`src/rtl/debug_mem_arb_if.sv`:
```
// Bus bundle for debug_mem_arb: debug requester, CPU requester and shared memory port.
// The slave modport is the arbiter's view; master is the surrounding system.
interface debug_mem_arb_if;
    logic        d_valid;
    logic        d_ready;
    logic [3:0]  d_wstb;
    logic [31:0] d_addr;
    logic [31:0] d_wdata;
    logic [31:0] d_rdata;
    logic        d_except;

    logic        c_valid;
    logic        c_ready;
    logic [3:0]  c_wstb;
    logic [31:0] c_addr;
    logic [31:0] c_wdata;
    logic [31:0] c_rdata;
    logic        c_except;

    logic        m_valid;
    logic        m_ready;
    logic [3:0]  m_wstb;
    logic [31:0] m_addr;
    logic [31:0] m_wdata;
    logic [31:0] m_rdata;
    logic        m_error;

    modport slave (
        input  d_valid, d_wstb, d_addr, d_wdata,
        output d_ready, d_rdata, d_except,
        input  c_valid, c_wstb, c_addr, c_wdata,
        output c_ready, c_rdata, c_except,
        output m_valid, m_wstb, m_addr, m_wdata,
        input  m_ready, m_rdata, m_error
    );

    modport master (
        output d_valid, d_wstb, d_addr, d_wdata,
        input  d_ready, d_rdata, d_except,
        output c_valid, c_wstb, c_addr, c_wdata,
        input  c_ready, c_rdata, c_except,
        input  m_valid, m_wstb, m_addr, m_wdata,
        output m_ready, m_rdata, m_error
    );
endinterface

```
`src/rtl/debug_mem_arb.sv`:
```
// Round-robin arbiter sharing one memory port between a debug and a CPU requester,
// with debug alignment checking and a memory-response timeout.
module debug_mem_arb #(
    parameter int TIMEOUT_CYCLES = 256
) (
    input logic             clk,
    input logic             rst_n,
    debug_mem_arb_if.slave  bus
);

    typedef enum logic [1:0] {
        IDLE = 2'd0,
        REQ  = 2'd1,
        DONE = 2'd2
    } state_t;

    localparam logic        OWN_C    = 1'b0;
    localparam logic        OWN_D    = 1'b1;
    localparam logic [15:0] CNT_LAST = 16'(TIMEOUT_CYCLES - 1);

    state_t      state_r;
    logic        owner_r;
    logic        last_r;
    logic        is_write_r;
    logic [15:0] cnt_r;

    logic        grant_d_s;
    logic        grant_c_s;
    logic        d_illegal_s;

    // Access shapes the debug bus cannot express for the given address alignment.
    function automatic logic dbg_misaligned(input logic [3:0] wstb, input logic [1:0] lsb);
        logic bad;
        case (wstb)
            4'b0000, 4'b1111:                   bad = (lsb != 2'b00);
            4'b0011, 4'b1100:                   bad = lsb[0];
            4'b0001, 4'b0010, 4'b0100, 4'b1000: bad = 1'b0;
            default:                            bad = 1'b1;
        endcase
        return bad;
    endfunction

    // Grant selection: on a tie the port that did not win last time goes first.
    always_comb begin
        grant_d_s   = 1'b0;
        grant_c_s   = 1'b0;
        d_illegal_s = dbg_misaligned(bus.d_wstb, bus.d_addr[1:0]);
        if (bus.d_valid && bus.c_valid) begin
            if (last_r == OWN_C) begin
                grant_d_s = 1'b1;
            end else begin
                grant_c_s = 1'b1;
            end
        end else if (bus.d_valid) begin
            grant_d_s = 1'b1;
        end else if (bus.c_valid) begin
            grant_c_s = 1'b1;
        end else begin
            grant_d_s = 1'b0;
            grant_c_s = 1'b0;
        end
    end

    // Arbitration FSM; every port output is driven from here as a flop.
    always_ff @(posedge clk or negedge rst_n) begin
        if (!rst_n) begin
            state_r      <= IDLE;
            owner_r      <= OWN_C;
            last_r       <= OWN_C;
            is_write_r   <= 1'b0;
            cnt_r        <= 16'd0;
            bus.m_valid  <= 1'b0;
            bus.m_wstb   <= 4'd0;
            bus.m_addr   <= 32'd0;
            bus.m_wdata  <= 32'd0;
            bus.d_ready  <= 1'b0;
            bus.d_rdata  <= 32'd0;
            bus.d_except <= 1'b0;
            bus.c_ready  <= 1'b0;
            bus.c_rdata  <= 32'd0;
            bus.c_except <= 1'b0;
        end else begin
            case (state_r)
                IDLE: begin
                    if (grant_d_s) begin
                        owner_r <= OWN_D;
                        last_r  <= OWN_D;
                        if (d_illegal_s) begin
                            state_r      <= DONE;
                            bus.d_ready  <= 1'b1;
                            bus.d_except <= 1'b1;
                            bus.d_rdata  <= 32'd0;
                        end else begin
                            state_r     <= REQ;
                            cnt_r       <= 16'd0;
                            is_write_r  <= (bus.d_wstb != 4'b0000);
                            bus.m_valid <= 1'b1;
                            bus.m_wstb  <= bus.d_wstb;
                            bus.m_addr  <= bus.d_addr;
                            bus.m_wdata <= bus.d_wdata;
                        end
                    end else if (grant_c_s) begin
                        owner_r     <= OWN_C;
                        last_r      <= OWN_C;
                        state_r     <= REQ;
                        cnt_r       <= 16'd0;
                        is_write_r  <= (bus.c_wstb != 4'b0000);
                        bus.m_valid <= 1'b1;
                        bus.m_wstb  <= bus.c_wstb;
                        bus.m_addr  <= bus.c_addr;
                        bus.m_wdata <= bus.c_wdata;
                    end else begin
                        state_r <= IDLE;
                    end
                end
                REQ: begin
                    // A response arriving on the timeout cycle still counts as a completion.
                    if (bus.m_ready) begin
                        state_r     <= DONE;
                        bus.m_valid <= 1'b0;
                        if (owner_r == OWN_D) begin
                            bus.d_ready  <= 1'b1;
                            bus.d_except <= bus.m_error;
                            bus.d_rdata  <= is_write_r ? 32'd0 : bus.m_rdata;
                        end else begin
                            bus.c_ready  <= 1'b1;
                            bus.c_except <= bus.m_error;
                            bus.c_rdata  <= is_write_r ? 32'd0 : bus.m_rdata;
                        end
                    end else if (cnt_r == CNT_LAST) begin
                        state_r     <= DONE;
                        bus.m_valid <= 1'b0;
                        if (owner_r == OWN_D) begin
                            bus.d_ready  <= 1'b1;
                            bus.d_except <= 1'b1;
                            bus.d_rdata  <= 32'd0;
                        end else begin
                            bus.c_ready  <= 1'b1;
                            bus.c_except <= 1'b1;
                            bus.c_rdata  <= 32'd0;
                        end
                    end else begin
                        cnt_r <= cnt_r + 16'd1;
                    end
                end
                DONE: begin
                    state_r      <= IDLE;
                    bus.d_ready  <= 1'b0;
                    bus.d_rdata  <= 32'd0;
                    bus.d_except <= 1'b0;
                    bus.c_ready  <= 1'b0;
                    bus.c_rdata  <= 32'd0;
                    bus.c_except <= 1'b0;
                end
                default: begin
                    state_r      <= IDLE;
                    bus.m_valid  <= 1'b0;
                    bus.d_ready  <= 1'b0;
                    bus.d_rdata  <= 32'd0;
                    bus.d_except <= 1'b0;
                    bus.c_ready  <= 1'b0;
                    bus.c_rdata  <= 32'd0;
                    bus.c_except <= 1'b0;
                end
            endcase
        end
    end

endmodule

```
`src/flat_wrapper.sv`:
```
// flat-port wrapper written by rule: the top's interface ports become plain ports
module debug_mem_arb_flat 
#(
    parameter int TIMEOUT_CYCLES = 256
)
  (clk, rst_n, bus_d_valid, bus_d_wstb, bus_d_addr, bus_d_wdata, bus_d_ready, bus_d_rdata, bus_d_except, bus_c_valid, bus_c_wstb, bus_c_addr, bus_c_wdata, bus_c_ready, bus_c_rdata, bus_c_except, bus_m_valid, bus_m_wstb, bus_m_addr, bus_m_wdata, bus_m_ready, bus_m_rdata, bus_m_error);
  debug_mem_arb_if bus_i ();
  input logic clk;
  input logic rst_n;
  input wire logic [$bits(bus_i.d_valid)-1:0] bus_d_valid;
  input wire logic [$bits(bus_i.d_wstb)-1:0] bus_d_wstb;
  input wire logic [$bits(bus_i.d_addr)-1:0] bus_d_addr;
  input wire logic [$bits(bus_i.d_wdata)-1:0] bus_d_wdata;
  output wire logic [$bits(bus_i.d_ready)-1:0] bus_d_ready;
  output wire logic [$bits(bus_i.d_rdata)-1:0] bus_d_rdata;
  output wire logic [$bits(bus_i.d_except)-1:0] bus_d_except;
  input wire logic [$bits(bus_i.c_valid)-1:0] bus_c_valid;
  input wire logic [$bits(bus_i.c_wstb)-1:0] bus_c_wstb;
  input wire logic [$bits(bus_i.c_addr)-1:0] bus_c_addr;
  input wire logic [$bits(bus_i.c_wdata)-1:0] bus_c_wdata;
  output wire logic [$bits(bus_i.c_ready)-1:0] bus_c_ready;
  output wire logic [$bits(bus_i.c_rdata)-1:0] bus_c_rdata;
  output wire logic [$bits(bus_i.c_except)-1:0] bus_c_except;
  output wire logic [$bits(bus_i.m_valid)-1:0] bus_m_valid;
  output wire logic [$bits(bus_i.m_wstb)-1:0] bus_m_wstb;
  output wire logic [$bits(bus_i.m_addr)-1:0] bus_m_addr;
  output wire logic [$bits(bus_i.m_wdata)-1:0] bus_m_wdata;
  input wire logic [$bits(bus_i.m_ready)-1:0] bus_m_ready;
  input wire logic [$bits(bus_i.m_rdata)-1:0] bus_m_rdata;
  input wire logic [$bits(bus_i.m_error)-1:0] bus_m_error;
  assign bus_i.d_valid = bus_d_valid;
  assign bus_i.d_wstb = bus_d_wstb;
  assign bus_i.d_addr = bus_d_addr;
  assign bus_i.d_wdata = bus_d_wdata;
  assign bus_d_ready = bus_i.d_ready;
  assign bus_d_rdata = bus_i.d_rdata;
  assign bus_d_except = bus_i.d_except;
  assign bus_i.c_valid = bus_c_valid;
  assign bus_i.c_wstb = bus_c_wstb;
  assign bus_i.c_addr = bus_c_addr;
  assign bus_i.c_wdata = bus_c_wdata;
  assign bus_c_ready = bus_i.c_ready;
  assign bus_c_rdata = bus_i.c_rdata;
  assign bus_c_except = bus_i.c_except;
  assign bus_m_valid = bus_i.m_valid;
  assign bus_m_wstb = bus_i.m_wstb;
  assign bus_m_addr = bus_i.m_addr;
  assign bus_m_wdata = bus_i.m_wdata;
  assign bus_i.m_ready = bus_m_ready;
  assign bus_i.m_rdata = bus_m_rdata;
  assign bus_i.m_error = bus_m_error;
  debug_mem_arb #(.TIMEOUT_CYCLES(TIMEOUT_CYCLES)) u_core (.clk(clk), .rst_n(rst_n), .bus(bus_i));
endmodule
```
`config.mk`:
```
export PLATFORM = sky130hd
export DESIGN_NAME = debug_mem_arb_flat
export DESIGN_NICKNAME = d
export VERILOG_FILES = /design/src/rtl/debug_mem_arb_if.sv /design/src/rtl/debug_mem_arb.sv /design/src/flat_wrapper.sv
export SDC_FILE = /design/constraint.sdc
export NUM_CORES = 1
export LEC_CHECK = 0
export BUFFER_PORTS_ARGS = -buffer_cell sky130_fd_sc_hd__buf_2
export CAP_MARGIN = 15
export CORE_MARGIN = 3
export CORE_UTILIZATION = 52
export CTS_CLUSTER_DIAMETER = 80
export CTS_CLUSTER_SIZE = 12
export DETAILED_ROUTE_END_ITERATION = 8
export PLACE_DENSITY_LB_ADDON = 0.08
export REMOVE_ABC_BUFFERS = 1
export SLEW_MARGIN = 25
export SYNTH_ARGS = -nofsm -noshare
export SYNTH_HDL_FRONTEND = slang
export SYNTH_SLANG_ARGS = --single-unit
```
`constraint.sdc`:
```
create_clock -name clk -period 3.15 [get_ports clk]
set_input_delay 0 -clock clk [delete_from_list [all_inputs] [get_ports clk]]
set_output_delay 0 -clock clk [all_outputs]
set_load 0.03 [all_outputs]
```
==> qor.yml <==
power.switching_mw: 3.702
total_power_mw: 9.113
num_antenna_cells: 0
ys.flop_type: "dfrtp_1"
viasPerCell: 5.518
p_leak_nw: 5.575
cts.sinks: 157
h-tree-depth: 4
synthDistinctLibCells: 46
crit_path_end: "u_core.bus.m_addr[5]"
syn_to_final_growth_pct: 53.81
grt_max_degree: 95
cp_top_family: "buffers and inverters"
clockBufferDepth: 2
vias: 6688
worstSetupPathType: "reg2reg"
dpl_cell_area_um2: 8991
syn_area_per_cell_um2: 13.23
drv_cap: 0
totalWireLength_um: 25780
gp_congestion: 0.8811
critical_path_arrival_ps: 3160
layout-drive-gt1-share_pct: 43.92
busiest_layer: "met2"
cts_resized: 0
rsz0062_at_grt: "no"
clkTransAtPathRegs_ps: 60
drc_errors: 0
use_met1_pct: 37.12
slew_violations: 0
drt_iter0_drc: 385
vdd_ir_drop_max_mv: 0.5042
finalHoldViolations: 0
maxSlewHeadroom_pct: 34.81
post-place-ws_ps: 844.8
power_density_nw_per_um2: 808.4
async_flop_share_pct: 100.0
portBuffers: 310
synth_edf_count: 0
syn_area_um2: 7330
status: "finished clean"
antenna_found_initial: 0
crit_start: "u_core.owner_r"
hp-class: "in2reg"
r2r-end: "u_core.bus.m_addr[5]"
slowest_stage: "buf_4"
tightest_slew_ps: 968.9
grt-ovfl-total: 0
fin_crit_ps: 2867
clk_latency_ps: 420
grtUsageMet2_pct: 55.95
final_design_area_no_fill_um2: 11270
grt_pass1_wl_um: 40850
ios: 311
clockPowerShare_pct: 23.5
yosysWarnings: 0
worstReg2RegStart: "u_core.owner_r"
p_comb_share_pct: 43.8
coreArea_um2: 13510
start_util_pct: 54.27
die_h_um: 124.7
root_buffer: "clkbuf_16"
nets: 1199
reg2reg_slack_ps: 280
path_depth: 5
setup-violations-final: 0
intPower_mw: 5.411
use_met3_pct: 7.890
cp_num_buf_inv: 2
max_freq_mhz: 348.8
cts_tree: "built"
track_usage_pct: 33.08
syn_inst: 554
ys_seq_elements: 157
required_ps: 3440
ff2ff_path_depth: 5
dp_cells: 1015
fp-row-count: 42
crit_path_max_incr_delay_ps: 690
die_w_um: 124.7
wl_per_cell_um: 21.27
dr.pass1.iters: 5
holdWs_ps: 27.19
fin_ws_ps: 283.1
cts-buffers-inserted: 17
ys_seq_area_share_pct: 53.60
critical_path.max_fanout: 70
dp_hpwl_um: 14980
cp-start-kind: "register"
drtAntennaViolNets: 0
endpoint_kind: "register"
die-area_um2: 15560
path_cells: "a21boi_4, buf_4, mux2_2, dlygate4sd3_1, mux2_1"
p_sw_share_pct: 40.63
post-route-period-util_pct: 91.01
fin_skew_ps: 7.781
stdcell_count: 1212
seqPwrFrac_pct: 32.7
grt_pass1_vias: 7354
==> cell usage in the layout (no fill, tap or decap), types with 2 or more instances in the layout <==
master         count
buf_2            309
a31oi_1           13
inv_1              5
nor3_1             2
nand4_1            3
o22ai_1            2
clkbuf_1           2
mux2_1            69
a21o_1             4
o21a_1             3
a211oi_1           2
nor4_1             4
clkbuf_16         17
nand2b_1           4
nor2_1            11
o21ai_1            2
o21ai_0            3
nor2b_1            3
a21oi_1           13
and2_1            38
dlygate4sd3_1    166
mux2_2           100
buf_4              7
buf_12             2
a41oi_1            5
a22o_1            32
bufinv_16          3
clkinv_2           3
clkbuf_8           6
and3_1             3
dfrtp_1          157
nand3_1            5
nand2_1           20
==> final cells by class <==
cell class	instances	area (um^2)
Multi-Input combinational cell	358	3173
Tap cell	176	220.2
Fill cell	710	2232
Inverter	5	18.77
Clock buffer	25	515.5
Sequential cell	157	3929
Timing Repair Buffer	485	3312
Clock inverter	6	105.1
==> timing repair <==
| action | 4_1_cts | 5_1_grt |
|---|---|---|
| setup buffers | 0 | 0 |
| hold buffers | 166 | 0 |
| endpoints found under the hold margin | 225 | 0 |
==> metal layers <==
metal  share of wire [%]  routed length [um]  vias up
li1                    -                   -     2965
met1                  37                9556     3253
met2                  49               12740      358
met3                 6.5                1685      112
met4                 7.0                1797        0
met5                   0                   0        -
==> state kept, by name (all words and copies together), names as in the netlist <==
signal,flops
u_core.bus.m_wdata,32
u_core.bus.d_except,1
u_core.bus.c_except,1
u_core.bus.c_rdata,32
u_core.bus.c_ready,1
u_core.is_write_r,1
u_core.owner_r,1
u_core.bus.d_rdata,32
u_core.cnt_r,16
u_core.bus.d_ready,1
u_core.bus.m_wstb,4
u_core.state_r,2
u_core.bus.m_valid,1
u_core.bus.m_addr,32
==> synthesized netlist by cell type, drive strengths merged, types with 12 or more instances <==
library cell / count / area share, %
nand2: 20 / 1.0
dfrtp: 157 / 54
a31oi: 13 / 1.1
a21oi: 13 / 0.89
buf: 19 / 2.3
and2: 38 / 3.2
nor2: 12 / 0.72
clkbuf: 15 / 0.77
a22o: 32 / 3.8
mux2: 169 / 26
==> through the flow <==
step | TNS, ps | utilization (%)
finish | 0 | 83.47
global route | 0 | 83.47
CTS | 0 | 83.47
detailed placement | 0 | 66.57
global placement | 0 | 66.57
floorplan | -138220 | -
==> worst reg2reg max path, stage by stage (launching register included) <==
cell and delay, ps:
dfrtp_1 460, a21boi_4 180, buf_4 690, mux2_2 510, dlygate4sd3_1 570, mux2_1 330
==> cell families (layout without fill, tap and decap cells) <==
| group | count (synthesis) | count (layout) | synth area share (%) |
|---|---|---|---|
| and+or+nand+nor | 98 | 98 | 7.528 |
| adders and majority gates | 1 | 1 | 0.1707 |
| AOI/OAI and AO/OA | 89 | 89 | 9.338 |
| DFF | 157 | 157 | 53.60 |
| muxes | 169 | 169 | 25.96 |
| xor gates and xnor gates | 1 | 1 | 0.1195 |
| buffers and inverters | 39 | 521 | 3.278 |
==> power by group through the flow <==
stage	combinational (mW)	clock, mW	sequential [mW]
3_3_place_gp	3.55	0	2.90
4_1_cts	3.89	2.15	2.91
3_5_place_dp	3.61	0	2.94
6_report	3.99	2.14	2.98
2_1_floorplan	1.32	0	3.94
5_1_grt	4.19	2.25	3.03
==> how the worst min path moves through the flow <==
stage	end	startpoint	cells past startpoint	slack (ps)
2_1_floorplan	u_core.bus.c_except	rst_n	0	-300
3_3_place_gp	u_core.bus.c_rdata[23]	rst_n	1	130
3_5_place_dp	u_core.bus.c_rdata[23]	rst_n	1	140
4_1_cts	u_core.bus.d_rdata[2]	bus_m_rdata[2]	3	2
5_1_grt	u_core.bus.d_rdata[2]	bus_m_rdata[2]	3	20
6_report	u_core.bus.d_rdata[2]	bus_m_rdata[2]	3	30
Power figures use the tool's default switching activity.
